## config.mk

```make
export PLATFORM = sky130hd
export DESIGN_NAME = reg_bank_sb
export DESIGN_NICKNAME = d
export VERILOG_FILES = /design/src/rtl/reg_bank_sb.sv
export SDC_FILE = /design/constraint.sdc
export NUM_CORES = 1
export LEC_CHECK = 0
export ABC_AREA = 1
export CAP_MARGIN = 10
export CELL_PAD_IN_SITES_DETAIL_PLACEMENT = 0
export CELL_PAD_IN_SITES_GLOBAL_PLACEMENT = 2
export CORE_MARGIN = 4
export CORE_UTILIZATION = 26
export CTS_BUF_LIST = sky130_fd_sc_hd__clkbuf_8 sky130_fd_sc_hd__clkbuf_16
export DETAILED_ROUTE_END_ITERATION = 16
export GPL_TIMING_DRIVEN = 0
export PLACE_DENSITY_LB_ADDON = 0.1
export REMOVE_ABC_BUFFERS = 1
export SYNTH_ARGS = -nofsm -noshare
export SYNTH_HDL_FRONTEND = slang
export SYNTH_SLANG_ARGS = --single-unit
```

## constraint.sdc

```tcl
create_clock -name clk -period 1.9 [get_ports clk]
set_input_delay 0.38 -clock clk [delete_from_list [all_inputs] [get_ports clk]]
set_output_delay 0.38 -clock clk [all_outputs]
set_load 0.01 [all_outputs]
```

## src/rtl/reg_bank_sb.sv

```systemverilog
// Sixteen-entry register bank with a pending-write scoreboard and issue-stall detection.
// Optional macro WB_BYPASS_EN forwards same-cycle writeback data and clears hazards early.
module reg_bank_sb #(
   parameter int L      = 16,
   parameter int sel_L  = 4,
   parameter int word_L = 16
) (
   input  logic                          clk,
   input  logic                          rst,
   input  logic                          wr_en,
   input  logic [sel_L-1:0]              wr_addr,
   input  logic [word_L-1:0]             wr_data,
   input  logic                          iss_en,
   input  logic [sel_L-1:0]              iss_dst,
   input  logic [sel_L-1:0]              src_a,
   input  logic [sel_L-1:0]              src_b,
   input  logic                          src_a_vld,
   input  logic                          src_b_vld,
   output logic [0:L-1][word_L-1:0]      regs_out,
   output logic [L-1:0]                  pend,
   output logic                          stall,
   output logic                          wr_err
);

   logic [0:L-1][word_L-1:0] regs_q, regs_d;
   logic [L-1:0]             pend_q, pend_d;
   logic                     wr_err_q, wr_err_d;
   logic [L-1:0]             wr_hit;
   logic [L-1:0]             hz;
   logic                     iss_acc;

   genvar gi;
   generate
      for (gi = 0; gi < L; gi++) begin : g_entry
         assign wr_hit[gi] = wr_en & (wr_addr == sel_L'(gi));
`ifdef WB_BYPASS_EN
         // A writeback landing this cycle already resolves the hazard on its register.
         assign hz[gi]       = pend_q[gi] & ~wr_hit[gi];
         assign regs_out[gi] = wr_hit[gi] ? wr_data : regs_q[gi];
`else
         assign hz[gi]       = pend_q[gi];
         assign regs_out[gi] = regs_q[gi];
`endif
         // Issue set takes priority over a same-cycle writeback clear.
         assign pend_d[gi] = (iss_acc & (iss_dst == sel_L'(gi))) | (pend_q[gi] & ~wr_hit[gi]);
      end
   endgenerate

   assign stall   = iss_en & ((src_a_vld & hz[src_a]) | (src_b_vld & hz[src_b]) | hz[iss_dst]);
   assign iss_acc = iss_en & ~stall;

   always_comb begin
      regs_d = regs_q;
      if (wr_en) begin
         regs_d[wr_addr] = wr_data;
      end
   end

   assign wr_err_d = wr_err_q | (wr_en & ~pend_q[wr_addr]);

   always_ff @(posedge clk) begin
      if (rst) begin
         regs_q   <= '0;
         pend_q   <= '0;
         wr_err_q <= 1'b0;
      end else begin
         regs_q   <= regs_d;
         pend_q   <= pend_d;
         wr_err_q <= wr_err_d;
      end
   end

   assign pend   = pend_q;
   assign wr_err = wr_err_q;

endmodule

```

Yosys cells after proc, flatten, opt, wreduce, memory -nomap -nowiden
Cells that the tools add are included.

$lt $le $gt $ge: 6. Equal/unequal tests: 30. Multiplexer cells: 11. Bitwise logic cells: 91. Reductions and logical operators: 3.

Operators by type and width (count): bitwise mux 256 bit (1); demux 16 bit (select 4 bit) (1); == test 4 bit (second input constant) (16); bitwise AND 1 bit (53); == test 4 x 3 -> 1 bit (second input constant) (8); < comparator 4 x 5 -> 1 bit (second input constant) (4); OR 1 bit (19); NOT 1 bit (18); binary-select mux 1 bit (select 4 bit) (4); == test 4 x 2 -> 1 bit (second input constant) (4); two-way mux 16 bit (1); == test 4 x 1 -> 1 bit (second input constant) (2); logical NOT 4 bit (2); greater-or-equal comparator 5 bit (second input constant) (1); < comparator 5 x 1 -> 1 bit (second input constant) (1); NOT 4 -> 5 bit (1); two-way mux 1 bit (4); logical AND 1 bit (1).

Bits in registers: 273. Input port bits: 38.

Longest topological paths before layout
Gate-level depths: netlist of the first run.

Depth after elaboration: 10. Mapped depth: 15. Mapped depth without buffers: 13.

Worst setup path after synthesis of the first run
OpenSTA, ideal clock, no wires.

Path type: input to output. From: input iss_dst[0]. To: output stall. Arrival: 1.470 ns. Data required time: 1.520 ns. Slack: 0.050 ns. Stages: 15. Path through: buf_6 buf_8 nand2_1 o21ai_1 nand2_1 nand2_1 nand2_1 nand2_1 inv_1 nand2_2 a21oi_4 buf_6 nand2_1 nand2_1 inv_1.

Longest elaborated chain between the ends: 4.

Ends and longest elaborated chain: from (decl) (line 14) `input logic [sel_L-1:0] iss_dst,`; binary-select mux 1 bit (select 4 bit) (line 49) `assign stall = iss_en & ((src_a_vld & hz[src_a]) | (src_b_vld & hz[src_b]) | hz[iss_dst]);`; two-way mux 1 bit (not written as such) (line 49); OR 1 bit (line 49); bitwise AND 1 bit (line 49); to (decl) (line 21) `output logic stall,`.

Every way passes these cells. The select of a mux whose other input is x is not followed.

Worst setup path in the final report of the first run
From: register pend_q[3], in the netlist pend[3]. To: output stall.

Longest elaborated chain between the ends: 6.

Ends and longest elaborated chain: from (decl) (line 26) `logic [L-1:0] pend_q, pend_d;`; from (signal assigned) (line 68) `pend_q <= pend_d;`; binary-select mux 1 bit (select 4 bit) (line 49); two-way mux 1 bit (not written as such) (line 49); bitwise AND 1 bit (line 49); OR 1 bit (line 49); OR 1 bit (*) (line 49); bitwise AND 1 bit (*) (line 49).

Every way passes the cells marked *; elsewhere a longest branch is shown, timed or not. The select of a mux whose other input is x is not followed.

==> results of run 1 <==
-- stage by stage --
stage	total power [mW]	worst slack [ps]	cell area (um^2)	setup TNS (ps)
2_1_floorplan	6.249	24.80	9932	0
3_3_place_gp	6.937	-7410	13700	-1958220
3_5_place_dp	6.987	-1709	13980	-307280
4_1_cts	13.46	-333.4	15340	-333.4
5_1_grt	13.75	-409.4	15530	-409.4
6_report	13.22	-282.7	15530	-282.7
-- final timing paths --
| kind | startpoint | end | slack, ps | cells past startpoint |
|---|---|---|---|---|
| worst max-delay path | pend[3] | stall | -280 | 11 |
| worst max register to register | pend[3] | pend[6] | 210 | 11 |
| worst min register to register | regs_out[49] | regs_out[49] | 460 | 2 |
| worst min-delay path | iss_dst[3] | pend[15] | 400 | 5 |
-- power by group through the flow --
stage / Sequential, mW / Combinational, mW / Clock, mW
after global routing: 5.84 / 1.14 / 6.78
after CTS: 5.84 / 1.05 / 6.57
after floorplan: 6.00 / 0.246 / 0
final: 5.83 / 1.05 / 6.33
after detailed placement: 5.97 / 1.01 / 0
after global placement: 5.98 / 0.961 / 0
-- repair_timing --
action / CTS / global route
endpoints found under the hold margin: 1 / 0
pin swaps: 15 / 11
setup endpoints to repair: 291 / 206
gates cloned: 0 / 1
resized for setup: 92 / 35
hold buffers: 1 / 0
setup buffers: 17 / 13
-- layout by cell type (no fill, tap or decap), types with 2 or more instances in the layout --
cell type and n:
nor2_1 27, buf_4 30, clkdlybuf4s50_1 282, buf_16 10, inv_4 2, a22oi_1 4, dfxtp_4 14, o21ai_1 5
nand2_2 7, bufinv_16 3, dfxtp_1 257, dfxtp_2 2, o221ai_1 4, inv_2 27, clkbuf_8 2, inv_1 38
nor2_2 2, dlymetal6s2s_1 13, dlygate4sd2_1 12, clkinv_2 5, clkbuf_16 36, a21oi_1 274, o21ai_2 2, nor2_4 15
o21ai_0 2, nand4_1 16, nand3_1 53, o211ai_1 4, nand2_1 559, nand2_4 4
-- flip-flops by register name, summed over array words and instances (netlist names) --
name      count
regs_out    256
pend         16
wr_err        1
-- worst min-delay path: cells and delay by family --
kind | cells | cell delay (ps)
simple gates | 3 | 280
buf+inv | 1 | 170
compound gates | 1 | 50
-- per-layer routing --
metal  routed length [um]  track usage
met1                20860       0.2709
met2                21970       0.3293
met3                 2635      0.05202
met4                  898      0.05232
met5                    0            0
-- kinds of logic after synthesis --
| family | Yosys count | synth area share |
|---|---|---|
| AO/OA/AOI/OAI | 298 | 0.1476 |
| flip-flops | 273 | 0.5246 |
| AND/OR/NAND/NOR | 683 | 0.2606 |
| buffers and inverters | 164 | 0.06714 |
-- final cells by class --
type,count,area share
Sequential cell,273,0.3553
Inverter,57,0.01498
Clock buffer,37,0.05815
Multi-Input combinational cell,981,0.2829
Tap cell,525,0.04228
Clock inverter,20,0.01055
Timing Repair Buffer,353,0.2357
==> impl_metrics.py, run 1 <==
metrics = {
    "power": {
        "sequentialPowerShare": 0.441,
        "power.leakage_nw": 5.558,
        "ir_worst_vdd_v": 0.0006047,
        "p_sw_frac": 0.2467,
        "p_switching_mw": 3.261,
        "clkPwrFrac": 0.479,
        "power_density_nw_per_um2": 850.9,
        "power.internal_mw": 9.957,
        "power_frac_comb": 0.080,
    },
    "synth": {
        "async_flop_share": 0,
        "synth_cell_types": 25,
        "ys_seq_area_frac": 0.5246,
        "yosys-top-cells-count": "nand2_1 (568), a21oi_1 (275), dfxtp_1 (273)",
        "synth_seq_cells": 273,
        "synth_top_cell_area_share": 0.5246,
        "synth_area_leaders": "dfxtp_1 (52%), nand2_1 (20%), a21oi_1 (13%)",
        "synth_ff_type": "dfxtp_1",
        "synthMostInstantiatedCell": "nand2_1",
        "avgSynthCellArea_um2": 7.347,
        "yosys_warnings": 0,
        "yosysTopAreaCell": "dfxtp_1",
        "netlist_area_um2": 10420,
        "synth-edff-count": 0,
        "synthCells": 1418,
    },
    "drt": {
        "drcViolationCount": 0,
        "wl_um": 46360,
        "vias": 10290,
        "wl_per_cell_um": 20.64,
        "drt_iter0_markers": 626,
        "via_per_inst": 4.581,
        "dr.pass1.iters": 5,
        "drtAntennaViolNets": 0,
    },
    "hold_path": {
        "worstHoldPathType": "input port to flop",
    },
    "final_layout": {
        "multiInputGateArea_um2": 4395,
        "layout.nets": 1738,
        "area.sequential_um2": 5520,
        "fin_util": 0.3919,
        "n_fill_cell": 4124,
        "instances_no_fill": 2246,
        "synthToLayoutAreaGrowth_pct": 49.12,
        "antenna_cells": 0,
        "layout-drive-gt1-share": 0.09878,
    },
    "global_routing": {
        "grt_use_total": 0.2029,
        "gr-total-overflow": 0,
        "grt_pass1_wl_um": 66970,
        "antenna_found_initial": 0,
        "grt_pass1_vias": 9791,
        "grt_max_degree": 138,
    },
    "setup_path": {
        "crit_family": "simple AND/OR/NAND/NOR gates",
        "critPathMaxStageDelay_ps": 360,
        "crit_buf_inv": 3,
        "worstPathRequired_ps": 1520,
        "path_class": "flop to output pin",
        "path_max_fanout": 4,
        "crit_arrival_ps": 1800,
        "startpoint_type": "flop",
        "cp_slowest_cell": "dfxtp_4",
        "worstPathCellList": "inv_2 > nand2_1 > nand3_1 > nand3_1 > nand3_1 > nand2_2 > a21oi_4 > nand2_1 > nand2_1 > inv_1 > buf_6",
        "cp-end-kind": "output pin",
    },
    "clocking": {
        "cts_buffer_depth": 3,
        "htreeDepth": 2,
        "clock_latency_ps": 530,
        "root_buffer": "clkbuf_16",
        "cts_tree": "done",
        "numCtsBuffers": 34,
        "clkTransAtPathRegs_ps": 60,
        "cts.sinks": 273,
    },
    "floorplan": {
        "num_rows": 73,
        "ios": 312,
        "die_height_um": 208.2,
        "start_util": 0.2628,
        "dieWidth_um": 208.2,
        "floorplan.die_area_um2": 43330,
        "core-area_um2": 39640,
    },
    "job": {
        "cap_violations": 0,
    },
    "timing": {
        "setup_ws_ps": -282.7,
        "rsz0062_at_grt": "true",
        "hold_ws_ps": 399.1,
        "final_max_slew_viol_count": 0,
        "final.min_clock_period_ps": 2183,
        "fmax_ghz": 0.4582,
        "fin_crit_sh": 1.149,
        "worstMarginPinSlew_ps": 1286,
        "hold_violations": 0,
        "fin_worst_skew_ps": 15.88,
        "slew_headroom": 0.1398,
        "setup_viol": 1,
    },
    "place": {
        "portBuffers": 311,
        "hpwl_um": 30040,
        "dp_cells": 2157,
        "gp_congestion": 0.7941,
    },
    "status": {
        "violations": "setup timing",
        "status": "finished with violations",
    },
}
Note: power is estimated with default switching activity, not from simulation.
==> inputs of run 2 (changes only) <==
==> constraint.sdc (replaced) <==
create_clock -name clk -period 2.1 [get_ports clk]
set_input_delay 0.42 -clock clk [delete_from_list [all_inputs] [get_ports clk]]
set_output_delay 0.42 -clock clk [all_outputs]
set_load 0.01 [all_outputs]
==> impl_metrics.py, run 2 (same netlist as run 1, synthesis figures left out) <==
metrics = {
    "status": {
        "status": "finished with violations",
        "violations": "setup timing",
    },
    "place": {
        "place_ws_ps": -1549,
        "hpwl_um": 30040,
        "placed_cell_area_um2": 13980,
        "gp_congestion": 0.7941,
        "portBuffers": 311,
        "dp_cells": 2157,
    },
    "clocking": {
        "cts_buffer_depth": 3,
        "htreeDepth": 2,
        "clock_latency_ps": 530,
        "postCtsHoldBufs": 0,
        "root_buffer": "clkbuf_16",
        "clkTransAtPathRegs_ps": 60,
        "cts.sinks": 273,
        "cts_tree": "done",
        "numCtsBuffers": 34,
    },
    "drt": {
        "wl_um": 45610,
        "drtAntennaViolNets": 0,
        "wl_per_cell_um": 20.39,
        "via_per_inst": 4.602,
        "drcViolationCount": 0,
        "dr.pass1.iters": 5,
        "drt_iter0_markers": 637,
        "vias": 10300,
    },
    "timing": {
        "fin_worst_skew_ps": 14.71,
        "setup_viol": 1,
        "setup_ws_ps": -102.7,
        "fmax_ghz": 0.4540,
        "final.min_clock_period_ps": 2203,
        "slew_headroom": 0.1322,
        "hold_violations": 0,
        "worstMarginPinSlew_ps": 1298,
        "final_max_slew_viol_count": 0,
        "fin_crit_sh": 1.049,
        "rsz0062_at_grt": "true",
    },
    "floorplan": {
        "die_height_um": 208.2,
        "dieWidth_um": 208.2,
        "start_util": 0.2628,
        "floorplan.die_area_um2": 43330,
        "core-area_um2": 39640,
        "num_rows": 73,
        "ios": 312,
    },
    "final_layout": {
        "final_cell_area_um2": 15440,
        "synthToLayoutAreaGrowth_pct": 48.25,
        "antenna_cells": 0,
        "layout_common_cells": "nand2_1 (559), clkdlybuf4s50_1 (302), a21oi_1 (274), dfxtp_1 (257), nand3_1 (53)",
        "layout-drive-gt1-share": 0.09521,
        "n_fill_cell": 4116,
        "largest_register_ffs": 256,
        "fin_util": 0.3896,
        "instances_no_fill": 2237,
        "layout.nets": 1729,
        "final_common_cell": "nand2_1",
    },
    "power": {
        "power.leakage_nw": 5.239,
        "ir_worst_vdd_v": 0.0005442,
        "power_density_nw_per_um2": 772.8,
    },
    "job": {
        "cap_violations": 0,
    },
    "setup_path": {
        "startpoint_type": "flop",
        "r2r_end": "pend[7]",
        "crit_arrival_ps": 1780,
        "cp-end-kind": "output pin",
        "rrSetupSlack_ps": 410,
        "rr_startpoint": "pend[11]",
        "reg2reg_depth": 11,
        "worstPathRequired_ps": 1680,
        "path_class": "flop to output pin",
        "path_max_fanout": 4,
    },
    "global_routing": {
        "busiest_layer": "met2",
        "use_met3": 0.05217,
        "gr-total-overflow": 0,
        "antenna_found_initial": 0,
        "met1_usage": 0.2698,
        "grt_pass1_vias": 9750,
        "grt_pass1_wl_um": 66760,
        "grt_use_total": 0.2022,
        "grtUsageMet2": 0.3277,
        "grt_max_degree": 138,
    },
    "hold_path": {
        "worstHoldPathCells": 2,
        "worstHoldPathType": "input port to flop",
        "min_to": "regs_out[131]",
        "hold_start": "rst",
    },
}
## run 2: final cells by class
type,instances,area [um^2],area share
flip-flops and latches,273,5518,0.3573
multi-input cells,981,4398,0.2848
repair buffers,344,3573,0.2314
clock buffers,37,903.4,0.05849
well taps,525,656.9,0.04253
inverters,57,230.2,0.01491
clock inverters,20,163.9,0.01061
## run 2: report_power, final
group	switching [mW]	internal [mW]
sequential	0.0436	5.24
clock	2.28	3.44
combinational	0.608	0.331
total	2.93	9.01
## run 2: repair_timing
item / 4_1_cts / 5_1_grt
buffers inserted: 8 / 15
resized for setup: 75 / 34
pin swaps: 10 / 18
setup endpoints to repair: 259 / 94
## run 2: worst max-delay path by stage
stage | startpoint | end | slack [ps]
after floorplan | wr_addr[0] | pend[0] | 180
after global placement | rst | wr_err | -7250
after detailed placement | wr_addr[1] | regs_out[49] | -1550
after CTS | pend[0] | stall | -270
after global routing | pend[2] | stall | -230
final | pend[11] | stall | -100
## run 2: metal layers
layer | part of all wire | up-vias | routed length [um]
met4 | 0.020 | 0 | 898
met5 | 0 | - | 0
li1 | - | 5104 | -
met3 | 0.058 | 46 | 2665
met2 | 0.47 | 273 | 21630
met1 | 0.45 | 4872 | 20410
## run 2: worst max-delay path, cell delays in order, from the launching register on
cell and delay (ps):
dfxtp_2 350, inv_2 80, nand2_1 60, nand3_1 100
nand3_1 90, nand3_1 90, nand2_2 70, a21oi_4 120
nand2_1 60, nand2_1 50, inv_1 60, buf_6 120
## run 2: through the flow
step / hold WS, ps / power [mW] / TNS (ps)
floorplan: 479.5 / 5.654 / 0
global placement: 447.6 / 6.276 / -1914420
detailed placement: 451.0 / 6.322 / -263480
CTS: 9.772 / 12.17 / -269.9
global route: 23.59 / 12.43 / -233.8
finish: 52.10 / 11.93 / -102.7
